**config.mk**
```make
export PLATFORM = sky130hd
export DESIGN_NAME = cache_evict_buffer
export DESIGN_NICKNAME = d
export VERILOG_FILES = /design/src/rtl/cache_evict_pkg.sv /design/src/rtl/cache_evict_entry_cam.sv /design/src/rtl/cache_evict_buffer.sv
export SDC_FILE = /design/constraint.sdc
export NUM_CORES = 1
export LEC_CHECK = 0
export ABC_AREA = 1
export CORE_AREA = 2 2 293 295
export DETAILED_ROUTE_END_ITERATION = 6
export DIE_AREA = 0 0 295 297
export DONT_BUFFER_PORTS = 1
export PLACE_DENSITY_LB_ADDON = 0.12
export SLEW_MARGIN = 20
export SYNTH_ARGS = -nofsm -noshare
export SYNTH_HDL_FRONTEND = slang
export SYNTH_SLANG_ARGS = --single-unit
```
**constraint.sdc**
```tcl
create_clock -name clk -period 30.9 [get_ports clk]
set_clock_uncertainty 0.1 [all_clocks]
set_input_delay 1.545 -clock clk [delete_from_list [all_inputs] [get_ports clk]]
set_output_delay 1.545 -clock clk [all_outputs]
set_load 0.01 [all_outputs]
```
**src/rtl/cache_evict_pkg.sv**
```systemverilog
// rtl/cache_evict_pkg.sv - shared types and geometry helpers for the eviction buffer
package cache_evict_pkg;

  localparam int LINELEN_DEF = 512;
  localparam int BEATLEN_DEF = 64;

  typedef enum logic {IDLE, BURST} drainState_e;

  function automatic int beatCount(input int lineLen, input int beatLen);
    return lineLen / beatLen;
  endfunction

  function automatic int offsetBits(input int lineLen);
    return $clog2(lineLen / 8);
  endfunction

  // Start position of a beat given its stride (bits for data slices, bytes for addresses).
  function automatic int beatIndex(input int beat, input int stride);
    return beat * stride;
  endfunction

  localparam int BEATS     = beatCount(LINELEN_DEF, BEATLEN_DEF);
  localparam int OFFSETLEN = offsetBits(LINELEN_DEF);

endpackage

```
**src/rtl/cache_evict_entry_cam.sv**
```systemverilog
// rtl/cache_evict_entry_cam.sv - per-entry line tags with valid bits and parallel lookup compare
module cache_evict_entry_cam #(
  parameter int DEPTH  = 2,
  parameter int TAGLEN = 50
) (
  input  logic                     clk,
  input  logic                     reset_n,
  input  logic                     wrEn,
  input  logic [$clog2(DEPTH)-1:0] wrIdx,
  input  logic [TAGLEN-1:0]        wrTag,
  input  logic                     clrEn,
  input  logic [$clog2(DEPTH)-1:0] clrIdx,
  input  logic [$clog2(DEPTH)-1:0] rdIdx,
  output logic [TAGLEN-1:0]        rdTag,
  input  logic [TAGLEN-1:0]        lookupTag,
  output logic                     lookupHit
);

  logic [TAGLEN-1:0] tagQ [DEPTH];
  logic [DEPTH-1:0]  validQ;

  always_ff @(posedge clk or negedge reset_n) begin
    if (!reset_n) begin
      validQ <= '0;
    end else begin
      if (clrEn) validQ[clrIdx] <= 1'b0;
      if (wrEn)  validQ[wrIdx]  <= 1'b1;
    end
  end

  always_ff @(posedge clk) begin
    if (wrEn) tagQ[wrIdx] <= wrTag;
  end

  // A tag written this cycle is not valid until the edge, so it cannot hit yet.
  always_comb begin
    lookupHit = 1'b0;
    for (int i = 0; i < DEPTH; i++) begin
      if (validQ[i] && (tagQ[i] == lookupTag)) lookupHit = 1'b1;
    end
  end

  assign rdTag = tagQ[rdIdx];

endmodule

```
**src/rtl/cache_evict_buffer.sv**
```systemverilog
// rtl/cache_evict_buffer.sv - dirty-victim FIFO streaming each line to the bus as a beat burst
module cache_evict_buffer
  import cache_evict_pkg::*;
#(
  parameter int NUMWAYS = 4,
  parameter int LINELEN = LINELEN_DEF,
  parameter int BEATLEN = BEATLEN_DEF,
  parameter int PA_BITS = 56,
  parameter int DEPTH   = 2
) (
  input  logic               clk,
  input  logic               reset_n,
  input  logic               EvictValid,
  output logic               EvictReady,
  input  logic [PA_BITS-1:0] EvictAdr,
  input  logic [LINELEN-1:0] EvictLine,
  input  logic [NUMWAYS-1:0] EvictWay,
  output logic               BusValid,
  input  logic               BusReady,
  output logic [PA_BITS-1:0] BusAdr,
  output logic [BEATLEN-1:0] BusData,
  output logic               BusLast,
  output logic [NUMWAYS-1:0] BusWay,
  input  logic [PA_BITS-1:0] LookupAdr,
  output logic               LookupHit,
  output logic               Empty
);

  localparam int NumBeats  = beatCount(LINELEN, BEATLEN);
  localparam int OffsetLen = offsetBits(LINELEN);
  localparam int TagLen    = PA_BITS - OffsetLen;
  localparam int PtrW      = $clog2(DEPTH);
  localparam int BeatW     = (NumBeats > 1) ? $clog2(NumBeats) : 1;
  localparam int BeatBytes = BEATLEN / 8;

  logic [PtrW:0]        wrPtr, rdPtr, count;
  logic [PtrW-1:0]      wrIdx, headIdx;
  logic [BeatW-1:0]     beat;
  drainState_e          state;
  logic                 busValidQ;
  logic                 full, empty, enq, deq, lastBeat;
  logic [TagLen-1:0]    headTag;
  logic [BEATLEN-1:0]   dataMem [DEPTH][NumBeats];
  logic [NUMWAYS-1:0]   wayMem  [DEPTH];
  logic                 unusedAdrBits;

  assign wrIdx    = wrPtr[PtrW-1:0];
  assign headIdx  = rdPtr[PtrW-1:0];
  assign count    = wrPtr - rdPtr;
  assign empty    = (wrPtr == rdPtr);
  assign full     = (wrPtr[PtrW] != rdPtr[PtrW]) && (wrIdx == headIdx);
  assign enq      = EvictValid & ~full;
  assign lastBeat = (beat == BeatW'(NumBeats - 1));
  assign deq      = busValidQ & BusReady & lastBeat;

  assign EvictReady = ~full;
  assign Empty      = empty;

  always_ff @(posedge clk or negedge reset_n) begin
    if (!reset_n) begin
      wrPtr <= '0;
      rdPtr <= '0;
    end else begin
      if (enq) wrPtr <= wrPtr + 1'b1;
      if (deq) rdPtr <= rdPtr + 1'b1;
    end
  end

  always_ff @(posedge clk) begin
    if (enq) begin
      for (int i = 0; i < NumBeats; i++) begin
        dataMem[wrIdx][i] <= EvictLine[beatIndex(i, BEATLEN) +: BEATLEN];
      end
      wayMem[wrIdx] <= EvictWay;
    end
  end

  // Staying in BURST on the last beat gives back-to-back bursts; a same-cycle enqueue counts.
  always_ff @(posedge clk or negedge reset_n) begin
    if (!reset_n) begin
      state     <= IDLE;
      busValidQ <= 1'b0;
      beat      <= '0;
    end else begin
      case (state)
        IDLE: begin
          beat <= '0;
          if (!empty) begin
            state     <= BURST;
            busValidQ <= 1'b1;
          end
        end
        BURST: begin
          if (BusReady) begin
            if (lastBeat) begin
              beat <= '0;
              if (!((count > (PtrW+1)'(1)) || enq)) begin
                state     <= IDLE;
                busValidQ <= 1'b0;
              end
            end else begin
              beat <= beat + 1'b1;
            end
          end
        end
        default: begin
          state     <= IDLE;
          busValidQ <= 1'b0;
          beat      <= '0;
        end
      endcase
    end
  end

  cache_evict_entry_cam #(
    .DEPTH  (DEPTH),
    .TAGLEN (TagLen)
  ) u_cam (
    .clk       (clk),
    .reset_n   (reset_n),
    .wrEn      (enq),
    .wrIdx     (wrIdx),
    .wrTag     (EvictAdr[PA_BITS-1:OffsetLen]),
    .clrEn     (deq),
    .clrIdx    (headIdx),
    .rdIdx     (headIdx),
    .rdTag     (headTag),
    .lookupTag (LookupAdr[PA_BITS-1:OffsetLen]),
    .lookupHit (LookupHit)
  );

  assign BusValid = busValidQ;
  assign BusLast  = busValidQ & lastBeat;
  assign BusData  = dataMem[headIdx][beat];
  assign BusWay   = wayMem[headIdx];
  assign BusAdr   = {headTag, {OffsetLen{1'b0}}} + PA_BITS'(beatIndex(int'(beat), BeatBytes));

  assign unusedAdrBits = ^{EvictAdr[OffsetLen-1:0], LookupAdr[OffsetLen-1:0]};

endmodule

```
Word level (Yosys, flattened, before mapping). Memories as Yosys holds them, arrays and structs flattened. Index checks and enable logic that the tools add are counted.

Register bits after elaboration: 11. Bits in writable memories: 1132. Logic and storage cells: 73. Memories kept: 3.

Memories: dataMem (depth 2, bits a word 512, rd ports 1, clocked after memory_dff 0, wr ports 1, line cache_evict_buffer.sv:43) `logic [BEATLEN-1:0] dataMem [DEPTH][NumBeats];`; u_cam.tagQ (depth 2, bits a word 50, rd ports 3, clocked after memory_dff 0, wr ports 1, line cache_evict_entry_cam.sv:19) `logic [TAGLEN-1:0] tagQ [DEPTH];`; wayMem (depth 2, bits a word 4, rd ports 1, clocked after memory_dff 0, wr ports 1, line cache_evict_buffer.sv:44) `logic [NUMWAYS-1:0] wayMem [DEPTH];`.

Add/subtract/negate cells: 5. Magnitude comparators: 6. Eq/ne operators: 10. Muxes and demuxes: 26. Bitwise gates (word level): 10. Reduce and logical (&&, ||, !) cells: 7.

Operators by type and width (count): binary-select mux 64 bit (select 3 bit) (1); 2-to-1 mux 64 bit (2); == test 50 bit (2); adder 56 x 6 -> 56 bit (1); 2-to-1 mux 1 bit (14); 2-to-1 mux 3 bit (2); inequality test 2 bit, second input constant (3); one-hot mux 3 bit (2 select lines) (1); logical AND 1 bit (5); adder 2 x 1 -> 2 bit, second input constant (2); bitwise AND 1 bit (4); greater-or-equal comparator 4 bit, second input constant (1); less-than comparator 1 x 2 -> 1 bit, second input constant (2); 2-to-1 mux 2 bit (2); NOT 3 -> 4 bit (1); one-hot mux 1 bit (2 select lines) (2); AND reduction 4 bit (1); adder 3 x 1 -> 3 bit, second input constant (1); == test 3 bit, second input constant (1); bitwise AND 2 bit (1); demux 1 bit (select 1 bit) (2); == test 2 bit (1); greater-or-equal comparator 1 bit, second input constant (2); > comparator 2 x 1 -> 1 bit, second input constant (1); other kinds (8) (9).

Depth between registers and ports, before layout.
Depth in word-level cells: 9. Depth in mapped cells: 11.

By module. A second synthesis with hierarchy kept.

Cell total of the unflattened synthesis: 4878. Area, all modules: 49809.0 µm².

Modules (own cells, without submodules): cache_evict_buffer (instances 1, cells each 4207, area each 44391.3 µm², seq. area each 31214.9 µm²); cache_evict_entry_cam (instances 1, cells each 671, area each 5417.7 µm², seq. area each 3052.9 µm²).

Worst setup path before layout. OpenSTA, ideal clock, no wires.

Path kind: input-to-reg. From: input EvictValid. To: memory dataMem[1][0] (netlist name), enable pin. Data arrival time: 25140 ps. Data required time: 29286 ps. Path slack: 4145 ps. Cell stages on the path: 2. Cell sequence: nand2_1 nor2_1.

Cells in the longest elaborated chain, start to end: 3.

RTL lines: from (decl) (line cache_evict_buffer.sv:13) `input logic EvictValid,`; bitwise AND 1 bit (line cache_evict_buffer.sv:52) `assign enq = EvictValid & ~full;`; 2-to-1 mux 1 bit (line cache_evict_buffer.sv:70) `if (enq) begin`; 2-to-1 mux 1 bit (implied by the code) (line cache_evict_buffer.sv:72) `dataMem[wrIdx][i] <= EvictLine[beatIndex(i, BEATLEN) +: BEATLEN];`; to (decl) (line cache_evict_buffer.sv:43).

No other way between the ends.

Final worst setup path.
From: register rdPtr[0]. To: memory dataMem[1][193] (netlist name), enable pin.

Cells in the longest elaborated chain, start to end: 6.

RTL lines: from (decl) (line cache_evict_buffer.sv:36) `logic [PtrW:0] wrPtr, rdPtr, count;`; from (signal assigned) (line cache_evict_buffer.sv:65) `if (deq) rdPtr <= rdPtr + 1'b1;`; == test 1 bit (line cache_evict_buffer.sv:51) `assign full = (wrPtr[PtrW] != rdPtr[PtrW]) && (wrIdx == headIdx);`; logical AND 1 bit (line cache_evict_buffer.sv:51); NOT 1 bit; named net EvictReady (line cache_evict_buffer.sv:14) `output logic EvictReady,`; bitwise AND 1 bit (line cache_evict_buffer.sv:52); 2-to-1 mux 1 bit (line cache_evict_buffer.sv:70); 2-to-1 mux 1 bit (implied by the code) (line cache_evict_buffer.sv:72).

The timed path passes the listed nets, and every way through them passes these cells.

==> summary.txt <==
Clock tree
  • Clk root buf: clkbuf_16
  • # hold bufs at CTS: 0
  • Post-CTS Resized: 0
  • CTS sink cnt: 1143
  • Max H-tree Level: 3
  • Post-CTS setup buffer count: 0
  • Worst-Skew Late Latency: 0.68 ns
  • Clock transition at path regs: 0.06 ns
  • Num CTS Buffers: 114
  • CTS Buffer Depth: 3
  • CTS tree: yes

Setup path
  • Max FO, Critical Path: 155
  • Crit path DAT: 7.20 ns
  • Crit. End Element: flop
  • Cell Chain, Critical Path: buf_4, ha_1, nand2_1, nand2_1, nor2_4, buf_4, buf_4, buf_12, buf_4
  • Worst reg-to-reg path cell count: 9
  • Reg2reg start: rdPtr[0]$_DFFE_PN0N_
  • CP startpoint kind: flop
  • Critical path class: reg2reg
  • CP dominant cell by count: buf_4
  • Worst R2R Setup Slack: 23.86 ns
  • CP max stage delay: 0.92 ns
  • CP required: 31.07 ns
  • R2R Path End: dataMem[1][193]$_DFFE_PP_
  • Max stage delay cell, worst path: dfrtp_4

Cells and area
  • Final Instance Area: 0.0506 mm²
  • Filler cell count: 6544
  • Layout Area Growth over Synthesis: 9.63%
  • Final non-filler cell total: 4917
  • Register Area: 0.0343 mm²
  • Fin nets: 4279
  • Share of layout cells above drive strength 1: 5.06%
  • Area of the multi-input gates: 0.0104 mm²

STA
  • Pins over their slew limit: 0
  • Period minus WS final: 7.04 ns
  • Tightest Pin Transition: 1.23 ns
  • RSZ-0062 raised after global routing: no
  • Setup ws final: 23.86 ns
  • Setup-failing EPs final: 0
  • Setup TNS: 0 ns
  • Hold Vio Cnt, Final: 0
  • Max_slew headroom: 17.7%
  • FMAX: 142 MHz
  • Post-route clock period utilization: 22.8%

Status
  • Outcome: completed

Detailed routing
  • # DRC: 0
  • Wire length per cell: 26.0 µm
  • DRT iter0 DRCs: 2936
  • DR pass1 iterations: 5
  • Via density: 5.81
  • Final WL: 128 mm
  • Routed vias: 28600
  • Final ANT Viol Nets: 0

GRT
  • Initial antenna violation count: 31
  • Vias in the first global route: 27700
  • GRT overflow: 0
  • Largest net degree at the start of global routing: 220
  • First-pass GRT wire length: 182 mm
  • Gr usage total: 28.6%

Placed design
  • Detail Placement HPWL: 83.9 mm
  • # placed instances: 4670
  • Routability congestion estimate: 0.905
  • IO Port Bufs: 0
  • Placed instance area: 0.0469 mm²
  • Pre-CTS setup slack: 23.75 ns

Hold path
  • Hold Crit Depth: 1
  • Worst hold path class: reg2reg
  • Hold Startpoint: wrPtr[1]$_DFFE_PN0N_
  • Hold worst-path end: wrPtr[1]$_DFFE_PN0N_

Synthesis
  • Post-synthesis mux area share: 0%
  • Largest family of logic cells by synthesized area: compound AO/OA/AOI/OAI gates
  • Synth cell types: 24
  • Commonest cells in the netlist: edfxtp_1 (1132), nor2_1 (822), nand2_1 (391), o21ai_0 (339), o21ai_1 (278)
  • Post-Synth XOR/XNOR Area: 0.380%
  • Post-Syn Area per Cell: 12.4 µm²
  • Cell taking the most area after synthesis: edfxtp_1
  • Synth Area in Adders: 0.0814%
  • Asr flop ratio synth: 0.962%
  • Synthesized cell area: 0.0461 mm²
  • YS warnings: 0
  • Post-synth EDFFs: 1132
  • Share of the synthesized area in the top cell type: 73.7%
  • Synth Area in Simple Gates: 11.0%
  • Area contributors post-synth: edfxtp_1 (74%), nor2_1 (6.7%), o211ai_1 (4.2%)
  • Sequential share of the synthesized area: 74.3%
  • #FFs+latches synth: 1143
  • Commonest register cell after synthesis: edfxtp_1
  • Post-Synthesis Cells: 3723
  • Count leader, synth: edfxtp_1
  • Compound-Gate Fraction of Synth Area: 11.0%

Floorplan
  • Die X: 295 µm
  • Chip height: 297 µm
  • Core area: 0.0845 mm²
  • Die area: 0.0876 mm²
  • I/O Pins: 761
  • Site Rows: 107
  • Initial core utilization: 54.6%

Pwr
  • Clk network pwr share: 24.8%
  • Comb power frac: 31.2%
  • Switching share of power: 37.3%
  • Leak Pwr: 17.1 nW
  • Cell Pwr Density: 105 mW/mm²
  • Sequential share of power: 44.0%
  • Internal power: 3.32 mW
  • Switch Pwr: 1.98 mW
  • Max IR drop VDD: 0.0970 mV

Flow run
  • Max_cap viols: 0
[power groups by stage]
| stage | Combinational (mW) | Sequential (mW) | Clock (mW) |
|---|---|---|---|
| 2_1_floorplan | 1.12 | 2.77 | 0 |
| 3_3_place_gp | 1.62 | 2.34 | 0 |
| 3_5_place_dp | 1.65 | 2.36 | 0 |
| 4_1_cts | 1.66 | 2.33 | 1.33 |
| 5_1_grt | 1.80 | 2.36 | 1.39 |
| 6_report | 1.65 | 2.33 | 1.31 |
[how the worst max path moves through the flow]
stage / from / end / slack (ns) / cells past startpoint
2_1_floorplan: EvictValid / dataMem[1][0]$_DFFE_PP_ / 4.15 / 2
3_3_place_gp: rdPtr[0]$_DFFE_PN0N_ / dataMem[1][392]$_DFFE_PP_ / 23.80 / 9
6_report: rdPtr[0]$_DFFE_PN0N_ / dataMem[1][193]$_DFFE_PP_ / 23.86 / 9
4_1_cts: rdPtr[0]$_DFFE_PN0N_ / dataMem[1][193]$_DFFE_PP_ / 23.71 / 9
3_5_place_dp: rdPtr[0]$_DFFE_PN0N_ / dataMem[1][457]$_DFFE_PP_ / 23.75 / 9
5_1_grt: rdPtr[0]$_DFFE_PN0N_ / dataMem[1][193]$_DFFE_PP_ / 23.40 / 9
[placed cells by master, fill, tap and decap left out, types with 21 or more instances in the layout]
master and instances:
clkbuf_1 28, inv_1 130, edfxtp_1 1132, clkbuf_16 115, clkinv_1 30, o21ai_1 278
nand3_1 97, nor2_1 820, diode_2 38, buf_4 21, nand2_1 391, o211ai_1 258
o21ai_0 339
[kinds of logic (layout without fill, tap and decap cells)]
| group | count (synthesis) | in the layout |
|---|---|---|
| AOI/OAI and AO/OA | 884 | 884 |
| xor gates and xnor gates | 20 | 20 |
| adders and majority gates | 3 | 3 |
| buffers and inverters | 360 | 370 |
| DFF | 1143 | 1143 |
| other | 1 | 41 |
| and+or+nand+nor | 1312 | 1312 |
[metal layers]
layer  vias to the layer above  GRT usage (%)  wire length [µm]  part of all wire, %
li1                      13200              -                 -                    -
met1                     13900           32.3             45200                   35
met2                      1078           47.4             63300                   49
met3                       270           11.2             13600                   11
met4                        28           13.3              5730                  4.5
met5                         -              0               193                 0.15
[area by class of cell]
cell class	count	share of cell area, %
diodes	38	0.188
clock buffers	143	5.90
clock inverters	64	1.08
inverters	133	1.03
multi-input cells	2222	20.5
flip-flops and latches	1143	67.8
well taps	1144	2.83
repair buffers	30	0.683
[worst max-delay path: cells and delay by family, from the launching register on]
family | cells | cell delay, ns
flops | 1 | 0.92
simple gates | 3 | 1.15
buf+inv | 5 | 3.83
fa+ha+maj | 1 | 0.38
[registers in the layout (all words and copies together), names as in the netlist]
name / count
rdPtr: 2
BusValid: 1
wayMem: 8
state: 1
wrPtr: 2
beat: 3
u_cam.tagQ: 100
u_cam.validQ: 2
dataMem: 1024
[through the flow]
stage	hold slack (ns)	total power, mW	utilization [%]
2_1_floorplan	0.353	3.89	-
3_3_place_gp	0.385	3.96	55.5
3_5_place_dp	0.389	4.01	55.5
4_1_cts	0.403	5.31	59.7
5_1_grt	0.429	5.55	59.8
6_report	0.399	5.29	59.9
Power figures use the tool's default switching activity.
